===== src/rtl/burst_addrgen_pkg.sv =====
// addrgen_pkg: shared types and defaults for the burst address generator.
//   state_t   : generator FSM states (IDLE, RUN)
//   *_DEF     : default parameter values used by burst_addrgen / addr_wrap_add
//   wrap_add  : modular add at default widths (sum, compare, subtract)
package addrgen_pkg;

  localparam int unsigned ADDR_WIDTH_DEF   = 10;
  localparam int unsigned LEN_WIDTH_DEF    = 8;
  localparam int unsigned STRIDE_WIDTH_DEF = 4;
  localparam int unsigned DEPTH_DEF        = 1024;

  typedef enum logic {
    IDLE,
    RUN
  } state_t;

  // Both operands must already be < DEPTH_DEF, so one conditional subtract
  // is enough to bring the sum back into range.
  function automatic logic [ADDR_WIDTH_DEF-1:0] wrap_add(
    input logic [ADDR_WIDTH_DEF-1:0] a,
    input logic [ADDR_WIDTH_DEF-1:0] b
  );
    logic [ADDR_WIDTH_DEF:0] sum;
    sum = {1'b0, a} + {1'b0, b};
    if (sum >= (ADDR_WIDTH_DEF + 1)'(DEPTH_DEF)) begin
      sum = sum - (ADDR_WIDTH_DEF + 1)'(DEPTH_DEF);
    end
    return sum[ADDR_WIDTH_DEF-1:0];
  endfunction

endpackage


===== src/rtl/burst_addrgen_wrap_add.sv =====
// addr_wrap_add: combinational modular adder, y = (a + b) mod DEPTH.
//   a : ADDR_WIDTH addend, must be < DEPTH
//   b : B_WIDTH increment (B_WIDTH <= ADDR_WIDTH), must be < DEPTH
//   y : ADDR_WIDTH wrapped sum
module addr_wrap_add
  import addrgen_pkg::*;
#(
  parameter int unsigned ADDR_WIDTH = ADDR_WIDTH_DEF,
  parameter int unsigned B_WIDTH    = STRIDE_WIDTH_DEF,
  parameter int unsigned DEPTH      = DEPTH_DEF
) (
  input  logic [ADDR_WIDTH-1:0] a,
  input  logic [B_WIDTH-1:0]    b,
  output logic [ADDR_WIDTH-1:0] y
);

  localparam logic [ADDR_WIDTH:0] DEPTH_W = (ADDR_WIDTH + 1)'(DEPTH);

  logic [ADDR_WIDTH:0] sum;
  logic [ADDR_WIDTH:0] red;

  always_comb begin
    sum = {1'b0, a} + {{(ADDR_WIDTH + 1 - B_WIDTH){1'b0}}, b};
    red = (sum >= DEPTH_W) ? (sum - DEPTH_W) : sum;
    y   = red[ADDR_WIDTH-1:0];
  end

endmodule


===== src/rtl/burst_addrgen.sv =====
// burst_addrgen: burst address generator with modulo-DEPTH wrap.
// Accepts one (base, len, stride) command over cmd_valid/cmd_ready, then emits
// len addresses on addr/addr_valid/addr_ready with back-pressure; addr_last
// marks the final address and done pulses for one cycle afterwards.
//   clk, rst (sync, active-high)
//   cmd_valid/cmd_ready, cmd_base, cmd_len (0 = empty burst), cmd_stride
//   addr, addr_valid, addr_ready, addr_last, busy, done
// Optional macro ADDRGEN_2D_EN adds cmd_rows / cmd_row_stride: the burst
// becomes rows x len addresses, each row starting row_stride after the last.
module burst_addrgen
  import addrgen_pkg::*;
#(
  parameter int unsigned ADDR_WIDTH   = ADDR_WIDTH_DEF,
  parameter int unsigned LEN_WIDTH    = LEN_WIDTH_DEF,
  parameter int unsigned STRIDE_WIDTH = STRIDE_WIDTH_DEF,
  parameter int unsigned DEPTH        = DEPTH_DEF
) (
  input  logic                    clk,
  input  logic                    rst,
  input  logic                    cmd_valid,
  output logic                    cmd_ready,
  input  logic [ADDR_WIDTH-1:0]   cmd_base,
  input  logic [LEN_WIDTH-1:0]    cmd_len,
  input  logic [STRIDE_WIDTH-1:0] cmd_stride,
`ifdef ADDRGEN_2D_EN
  input  logic [LEN_WIDTH-1:0]    cmd_rows,
  input  logic [ADDR_WIDTH-1:0]   cmd_row_stride,
`endif
  output logic [ADDR_WIDTH-1:0]   addr,
  output logic                    addr_valid,
  input  logic                    addr_ready,
  output logic                    addr_last,
  output logic                    busy,
  output logic                    done
);

  state_t                  state_q, state_d;
  logic [ADDR_WIDTH-1:0]   addr_q, addr_d;
  logic                    addr_valid_q, addr_valid_d;
  logic                    addr_last_q, addr_last_d;
  logic                    busy_q, busy_d;
  logic                    done_q, done_d;
  logic [LEN_WIDTH-1:0]    len_m1_q, len_m1_d;
  logic [LEN_WIDTH-1:0]    beat_q, beat_d;
  logic [STRIDE_WIDTH-1:0] stride_q, stride_d;
  logic [ADDR_WIDTH-1:0]   step_addr;
  logic                    beat;
  logic                    row_end;
  logic                    last_row;

  addr_wrap_add #(
    .ADDR_WIDTH(ADDR_WIDTH),
    .B_WIDTH   (STRIDE_WIDTH),
    .DEPTH     (DEPTH)
  ) u_step_add (
    .a(addr_q),
    .b(stride_q),
    .y(step_addr)
  );

`ifdef ADDRGEN_2D_EN
  logic [LEN_WIDTH-1:0]  rows_m1_q, rows_m1_d;
  logic [LEN_WIDTH-1:0]  row_q, row_d;
  logic [ADDR_WIDTH-1:0] row_stride_q, row_stride_d;
  logic [ADDR_WIDTH-1:0] row_start_q, row_start_d;
  logic [ADDR_WIDTH-1:0] row_addr;

  addr_wrap_add #(
    .ADDR_WIDTH(ADDR_WIDTH),
    .B_WIDTH   (ADDR_WIDTH),
    .DEPTH     (DEPTH)
  ) u_row_add (
    .a(row_start_q),
    .b(row_stride_q),
    .y(row_addr)
  );

  assign last_row = (row_q == rows_m1_q);
`else
  assign last_row = 1'b1;
`endif

  assign beat      = addr_valid_q && addr_ready;
  assign row_end   = (beat_q == len_m1_q);
  assign cmd_ready = (state_q == IDLE);

  always_comb begin
    state_d      = state_q;
    addr_d       = addr_q;
    addr_valid_d = addr_valid_q;
    addr_last_d  = addr_last_q;
    busy_d       = busy_q;
    done_d       = 1'b0;
    len_m1_d     = len_m1_q;
    beat_d       = beat_q;
    stride_d     = stride_q;
`ifdef ADDRGEN_2D_EN
    rows_m1_d    = rows_m1_q;
    row_d        = row_q;
    row_stride_d = row_stride_q;
    row_start_d  = row_start_q;
`endif
    case (state_q)
      IDLE: begin
        if (cmd_valid) begin
          len_m1_d = cmd_len - LEN_WIDTH'(1);
          stride_d = cmd_stride;
          beat_d   = '0;
          if (cmd_len == '0) begin
            done_d = 1'b1;
          end else begin
            state_d      = RUN;
            addr_d       = cmd_base;
            addr_valid_d = 1'b1;
            busy_d       = 1'b1;
`ifdef ADDRGEN_2D_EN
            rows_m1_d    = (cmd_rows == '0) ? '0 : cmd_rows - LEN_WIDTH'(1);
            row_d        = '0;
            row_stride_d = cmd_row_stride;
            row_start_d  = cmd_base;
            addr_last_d  = (cmd_len == LEN_WIDTH'(1)) && (cmd_rows <= LEN_WIDTH'(1));
`else
            addr_last_d  = (cmd_len == LEN_WIDTH'(1));
`endif
          end
        end
      end
      RUN: begin
        if (beat) begin
          if (row_end && last_row) begin
            state_d      = IDLE;
            addr_valid_d = 1'b0;
            addr_last_d  = 1'b0;
            busy_d       = 1'b0;
            done_d       = 1'b1;
          end
`ifdef ADDRGEN_2D_EN
          // Row change: jump to the next row start with no bubble; the new
          // row is the final one when row_q+1 reaches rows-1.
          else if (row_end) begin
            addr_d      = row_addr;
            row_start_d = row_addr;
            row_d       = row_q + LEN_WIDTH'(1);
            beat_d      = '0;
            addr_last_d = (len_m1_q == '0) && ((row_q + LEN_WIDTH'(1)) == rows_m1_q);
          end
`endif
          else begin
            addr_d      = step_addr;
            beat_d      = beat_q + LEN_WIDTH'(1);
            addr_last_d = ((beat_q + LEN_WIDTH'(1)) == len_m1_q) && last_row;
          end
        end
      end
      default: state_d = IDLE;
    endcase
  end

  always_ff @(posedge clk) begin
    if (rst) begin
      state_q      <= IDLE;
      addr_q       <= '0;
      addr_valid_q <= 1'b0;
      addr_last_q  <= 1'b0;
      busy_q       <= 1'b0;
      done_q       <= 1'b0;
      len_m1_q     <= '0;
      beat_q       <= '0;
      stride_q     <= '0;
`ifdef ADDRGEN_2D_EN
      rows_m1_q    <= '0;
      row_q        <= '0;
      row_stride_q <= '0;
      row_start_q  <= '0;
`endif
    end else begin
      state_q      <= state_d;
      addr_q       <= addr_d;
      addr_valid_q <= addr_valid_d;
      addr_last_q  <= addr_last_d;
      busy_q       <= busy_d;
      done_q       <= done_d;
      len_m1_q     <= len_m1_d;
      beat_q       <= beat_d;
      stride_q     <= stride_d;
`ifdef ADDRGEN_2D_EN
      rows_m1_q    <= rows_m1_d;
      row_q        <= row_d;
      row_stride_q <= row_stride_d;
      row_start_q  <= row_start_d;
`endif
    end
  end

  assign addr       = addr_q;
  assign addr_valid = addr_valid_q;
  assign addr_last  = addr_last_q;
  assign busy       = busy_q;
  assign done       = done_q;

endmodule


===== config.mk =====
export PLATFORM = sky130hd
export DESIGN_NAME = burst_addrgen
export DESIGN_NICKNAME = d
export VERILOG_FILES = /design/src/rtl/burst_addrgen_pkg.sv /design/src/rtl/burst_addrgen_wrap_add.sv /design/src/rtl/burst_addrgen.sv
export SDC_FILE = /design/constraint.sdc
export NUM_CORES = 1
export LEC_CHECK = 0
export ABC_AREA = 1
export CAP_MARGIN = 20
export CORE_ASPECT_RATIO = 0.5
export CORE_MARGIN = 10
export CORE_UTILIZATION = 45
export CTS_CLUSTER_SIZE = 20
export DETAILED_ROUTE_END_ITERATION = 12
export GPL_TIMING_DRIVEN = 1
export PLACE_DENSITY = 0.7
export SYNTH_ARGS = -nofsm -noshare
export SYNTH_HDL_FRONTEND = slang
export SYNTH_SLANG_ARGS = --single-unit

===== constraint.sdc =====
create_clock -name clk -period 1.8 [get_ports clk]
set_input_delay 0.36 -clock clk [delete_from_list [all_inputs] [get_ports clk]]
set_output_delay 0.36 -clock clk [all_outputs]
set_load 0.02 [all_outputs]

After elaboration in Yosys (flattened, before gate mapping) --
Cells that the tools add are included.
Word-level totals: register bits after elaboration 34, latch bits 0, memory bits (writable) 0, bits in read-only memories 0, input port bits 26, output and inout bits 15, word-level logic and storage cells 59, memories kept 0
Cells by class: add/subtract/negate cells 4, $mul 0, divide/modulo/power cells 0, order comparisons 1, eq/ne operators 8, shift-type cells 0, mux-type cells 30, bitwise gates (word level) 1, reductions and logical operators 7
Operators by type and width (count):
- 10-bit 2-to-1 mux | 5
- 8-bit 2-to-1 mux | 3
- 10-bit case mux with 2 select lines | 1
- 8-bit == test | 2
- 1-bit 2-to-1 mux | 16
- 8-bit case mux with 2 select lines | 1
- 10-bit by 4-bit adder with 11-bit output | 1
- 11-bit >= comparator, second input constant | 1
- 10-bit by 1-bit subtractor with 10-bit output, second input constant | 1
- 8-bit by 1-bit adder with 8-bit output, second input constant | 1
- 8-bit by 1-bit == test with 1-bit output, second input constant | 1
- 8-bit logical NOT | 1
- 1-bit case mux with 2 select lines | 4
- 4-bit AND reduction | 2
- 8-bit by 1-bit subtractor with 8-bit output, second input constant | 1
- 2-bit != test, second input constant | 3
- 3-bit AND reduction | 2
- 2-bit by 1-bit != test with 1-bit output, second input constant | 2
- 2-bit AND reduction | 1
- 1-bit logical AND | 1
- 1-bit inverter | 1

Longest topological paths before layout --
depth after elaboration 6, mapped depth 11, mapped depth without buffers 11

By module --
From an unflattened synthesis, not the netlist that was laid out.
Second synthesis, totals: cells, all modules 372, area, all modules 2384.8 um^2
By module, submodules not included:
- burst_addrgen | times used 1, cells an instance 307, area an instance 2024.4 um^2, sequential area each 680.7 um^2
- addr_wrap_add | times used 1, cells an instance 65, area an instance 360.3 um^2, sequential area each 0.0 um^2

Least setup slack after synthesis --
OpenSTA, ideal clock, no wires.
kind reg-to-reg, from reg addr_q[0] (netlist: addr[0]), to reg addr_q[8] (netlist: addr[8]), arrival 1.597 ns, data required time 1.686 ns, path slack 0.089 ns, stages on the path, launching flop included 10, path buffers 0, cell sequence dfxtp_1 -> ha_1 -> fa_1 -> nand3_1 -> nand2_1 -> a21o_1 -> nand3_1 -> nand2_1 -> nand2_1 -> a21oi_2
Between the ends: cells in the longest elaborated chain, start to end 6, elaborated cells on any way between the ends 7
Ends and longest elaborated chain:
- from (decl) | RTL line burst_addrgen.sv:38 | logic [ADDR_WIDTH-1:0] addr_q, addr_d;
- from (signal assigned) | RTL line burst_addrgen.sv:178 | addr_q <= addr_d;
- 10-bit by 4-bit adder with 11-bit output * | RTL line burst_addrgen_wrap_add.sv:23 | sum = {1'b0, a} + {{(ADDR_WIDTH + 1 - B_WIDTH){1'b0}}, b};
- 10-bit by 1-bit subtractor with 10-bit output / 11-bit >= comparator (equally long branches) | RTL line burst_addrgen_wrap_add.sv:24 | red = (sum >= DEPTH_W) ? (sum - DEPTH_W) : sum;
- 10-bit 2-to-1 mux * | RTL line burst_addrgen_wrap_add.sv:24
- 10-bit 2-to-1 mux * | RTL line burst_addrgen.sv:130 | if (row_end && last_row) begin
- 10-bit 2-to-1 mux * | RTL line burst_addrgen.sv:129 | if (beat) begin
- 10-bit case mux with 2 select lines * | RTL line burst_addrgen.sv:103 | case (state_q)
Every way passes the cells marked *; elsewhere a longest branch is shown, timed or not. The select of a mux whose other input is x is not followed. A chain may end at the register's enable or synchronous reset.

Final worst setup path --
from reg addr_q[8] (netlist: addr[8]), to out addr[8]
RTL lines:
- to (decl) | RTL line burst_addrgen.sv:29 | output logic [ADDR_WIDTH-1:0] addr,
No word-level cell between the ends.

==> metrics.txt <==
endpoints failing hold 0; DR WL/cell 13.0 um; Die Y 70.8 um; outcome finished, final reports clean; critical hold path startpoint stride_q[0]$_SDFFE_PP0P_; GP Congestion 0.871; Post-synth ARST share 0%; Critical Path Max Stage Delay 0.66 ns; LEAKAGE 0.00140 uW; hold path depth 2; PD cells 676 nW/um^2; Syn Std Cell Area 2320 um^2; top_reg_cell synth dfxtp_1; R2R cell count 9; total track usage 14.5%; Crit Path Class reg -> out; CP delay by family, top buffers and inverters; crit end category output pin; Critical Path RT 1.44 ns; insertion delay to the later sink of the worst-skew pair 0.28 ns; largest net degree at the start of global routing 20; CTS Buffer Depth 2; reg2reg end addr[8]$_SDFFE_PP0P_; pre-CTS setup slack -0.236 ns; critical path cell sequence clkdlybuf4s50_1; DR pass1 iterations 4; crit start category flip-flop; CTS sink cnt 34; period utilization 96.7%; first-pass GRT wire length 10400 um; clock-pin slew on the worst setup and hold paths 0.07 ns; antenna violations before repair 0; Congestion Overflow GR 0; #FFs+latches synth 34; cts bufs inserted 5; Unique masters post-synth 35; DR vias 2443; Avg Inst Size Synth 6.52 um^2; Hold-fix buffers, CTS 0; Final ANT Viol Nets 0; Finish-stage setup viols 0; max cap viols 0; final WL 6390 um; flop-to-flop setup slack 0.14 ns; Post-CTS Setup Repair Bufs 0; EDFF count, synth 0; warnings from Yosys 0; register area share after synthesis 29.3%; Core Area 4950 um^2; worst setup margin 0.0600 ns; Post-Syn Instances 356; FF-to-FF Start addr[0]$_SDFFE_PP0P_; slew at the pin closest to its max-slew limit 0.305 ns; DRC Markers 0; HP Class reg -> reg; post-layout minimum cycle time 1.74 ns; Initial DRC Count 183; Peak supply drop 0.288 mV; dpl hpwl 5000 um; Slew Limit Fails 0; I/O pin count 41; Final Skew 0.00428 ns; Tot Pwr 2110 uW; Post-Route Setup TNS 0 ns; vias in the first global route 2343; Root Driver clkbuf_8; Initial Util 46.9%; die area 8610 um^2; I/O Buffers 40; fraction of layout cells with a size suffix above 1 17.8%; CP max stage cell clkdlybuf4s50_1; Bufs and invs on worst path 1; H-tree level count 2; Worst EP arrival 1.38 ns; net count after synthesis 391; Hold EP stride_q[0]$_SDFFE_PP0P_; Util after Layout 62.9%; Peak Freq 0.575 GHz; cell row count 18; Vias/cell 4.97; Die X 122 um; ant diodes 0; Worst slew margin 79.5%; TritonCTS clock tree built; Net count, final 458; Layout area overhead 34.2%; critical path peak fanout 5
-- how the worst max path moves through the flow --
stage	start	end	slack, ns	cells past startpoint
floorplan	addr[0]$_SDFFE_PP0P_	addr[8]$_SDFFE_PP0P_	0.09	9
global placement	cmd_len[0]	addr[2]$_SDFFE_PP0P_	-0.20	12
detailed placement	cmd_len[0]	addr[9]$_SDFFE_PP0P_	-0.24	12
CTS	addr[0]$_SDFFE_PP0P_	addr[8]$_SDFFE_PP0P_	0.03	9
global route	cmd_len[0]	addr[8]$_SDFFE_PP0P_	-0.02	12
finish	addr[8]$_SDFFE_PP0P_	addr[8]	0.06	1
-- flip-flops by register name (all words and copies together), names as in the netlist --
| register | flops |
|---|---|
| len_m1_q | 8 |
| stride_q | 4 |
| beat_q | 8 |
| done | 1 |
| addr | 10 |
| state_q | 1 |
| busy | 1 |
| addr_last | 1 |
-- cells by family (layout without fill, tap and decap cells) --
| group | Yosys count | in the layout | share of synthesized area, % |
|---|---|---|---|
| buffers and inverters | 50 | 116 | 9.54 |
| adder cells (fa/ha/maj) | 9 | 9 | 5.17 |
| AO/OA/AOI/OAI | 50 | 50 | 12.4 |
| flip-flops | 34 | 34 | 29.3 |
| XOR/XNOR | 19 | 19 | 7.49 |
| AND/OR/NAND/NOR | 194 | 194 | 36.0 |
-- what timing repair did --
item | CTS | global route
endpoints found under the setup margin | 1 | 12
resized for setup | 1 | 17
pin swaps | 0 | 3
-- cells in the mapped netlist, types with 2 or more instances --
cell      count  area (um^2)
clkbuf_1      4         15.0
xor2_1        6         52.6
o21ai_0      21          105
nand3_1      28          140
nand2_4       2         22.5
a31oi_1       3         18.8
a21oi_1      10         50.1
a21oi_2       5         43.8
nand4_1       4         25.0
inv_2         4         15.0
nand2_2       6         37.5
dfxtp_1      34          681
nor2_2        4         25.0
o21ai_1       5         25.0
inv_1        33          124
nand2_1      92          345
nor2_1       52          195
nor3_1        3         15.0
ha_1          8          100
o211ai_1      2         15.0
xnor2_1      12          105
buf_2         5         25.0
-- layer usage --
metal  up-vias  global-route usage, %  part of all wire [%]
met2        56                   24.0                    47
met4         0                   3.68                  0.66
met1      1117                   18.6                    47
met5         -                      0                     0
li1       1266                      -                     -
met3         4                   3.40                   5.6
-- worst min-delay path: stages, from the launching register on --
cell     delay (ns)
dfxtp_1        0.31
nor2_1         0.09
nor2_1         0.05
-- cell usage in the layout, fill, tap and decap left out, drive strengths merged --
| cell | n |
|---|---|
| o211ai | 2 |
| nor2 | 56 |
| xnor2 | 13 |
| a31oi | 3 |
| o21ai | 26 |
| nand2 | 100 |
| inv | 37 |
| or2 | 1 |
| nand3 | 29 |
| o21a | 1 |
| fa | 1 |
| a21oi | 15 |
| buf | 33 |
| nor3 | 3 |
| clkbuf | 6 |
| a21o | 1 |
| dfxtp | 34 |
| nor3b | 1 |
| dlymetal6s2s | 1 |
| ha | 8 |
| clkdlybuf4s50 | 38 |
| o221ai | 1 |
| o21bai | 1 |
| nand4 | 4 |
| xor2 | 6 |
| dlygate4sd2 | 1 |
-- metrics by stage --
| step | hold WS [ns] | instances | cell area (um^2) |
|---|---|---|---|
| 3_5_place_dp | 0.482 | 486 | 2990 |
| 3_3_place_gp | 0.474 | 486 | 2990 |
| 2_1_floorplan | 0.422 | 356 | 2320 |
| 6_report | 0.496 | 492 | 3120 |
| 4_1_cts | 0.496 | 492 | 3070 |
| 5_1_grt | 0.517 | 492 | 3120 |
-- layout make-up --
cell class,count,area (um^2)
Fill cell,442,1840
Multi-Input combinational cell,272,1460
Sequential cell,34,682
Timing Repair Buffer,73,662
Inverter,37,141
Tap cell,70,87.6
Clock buffer,6,82.6
-- report_power, final --
part           internal, uW  total [uW]  leakage [uW]  switching [uW]
combinational           311         670       0.00108             359
clock                   295         556     0.0000431             261
sequential              812         879      0.000280            67.6
No activity file was read; power rests on OpenSTA's default activity.
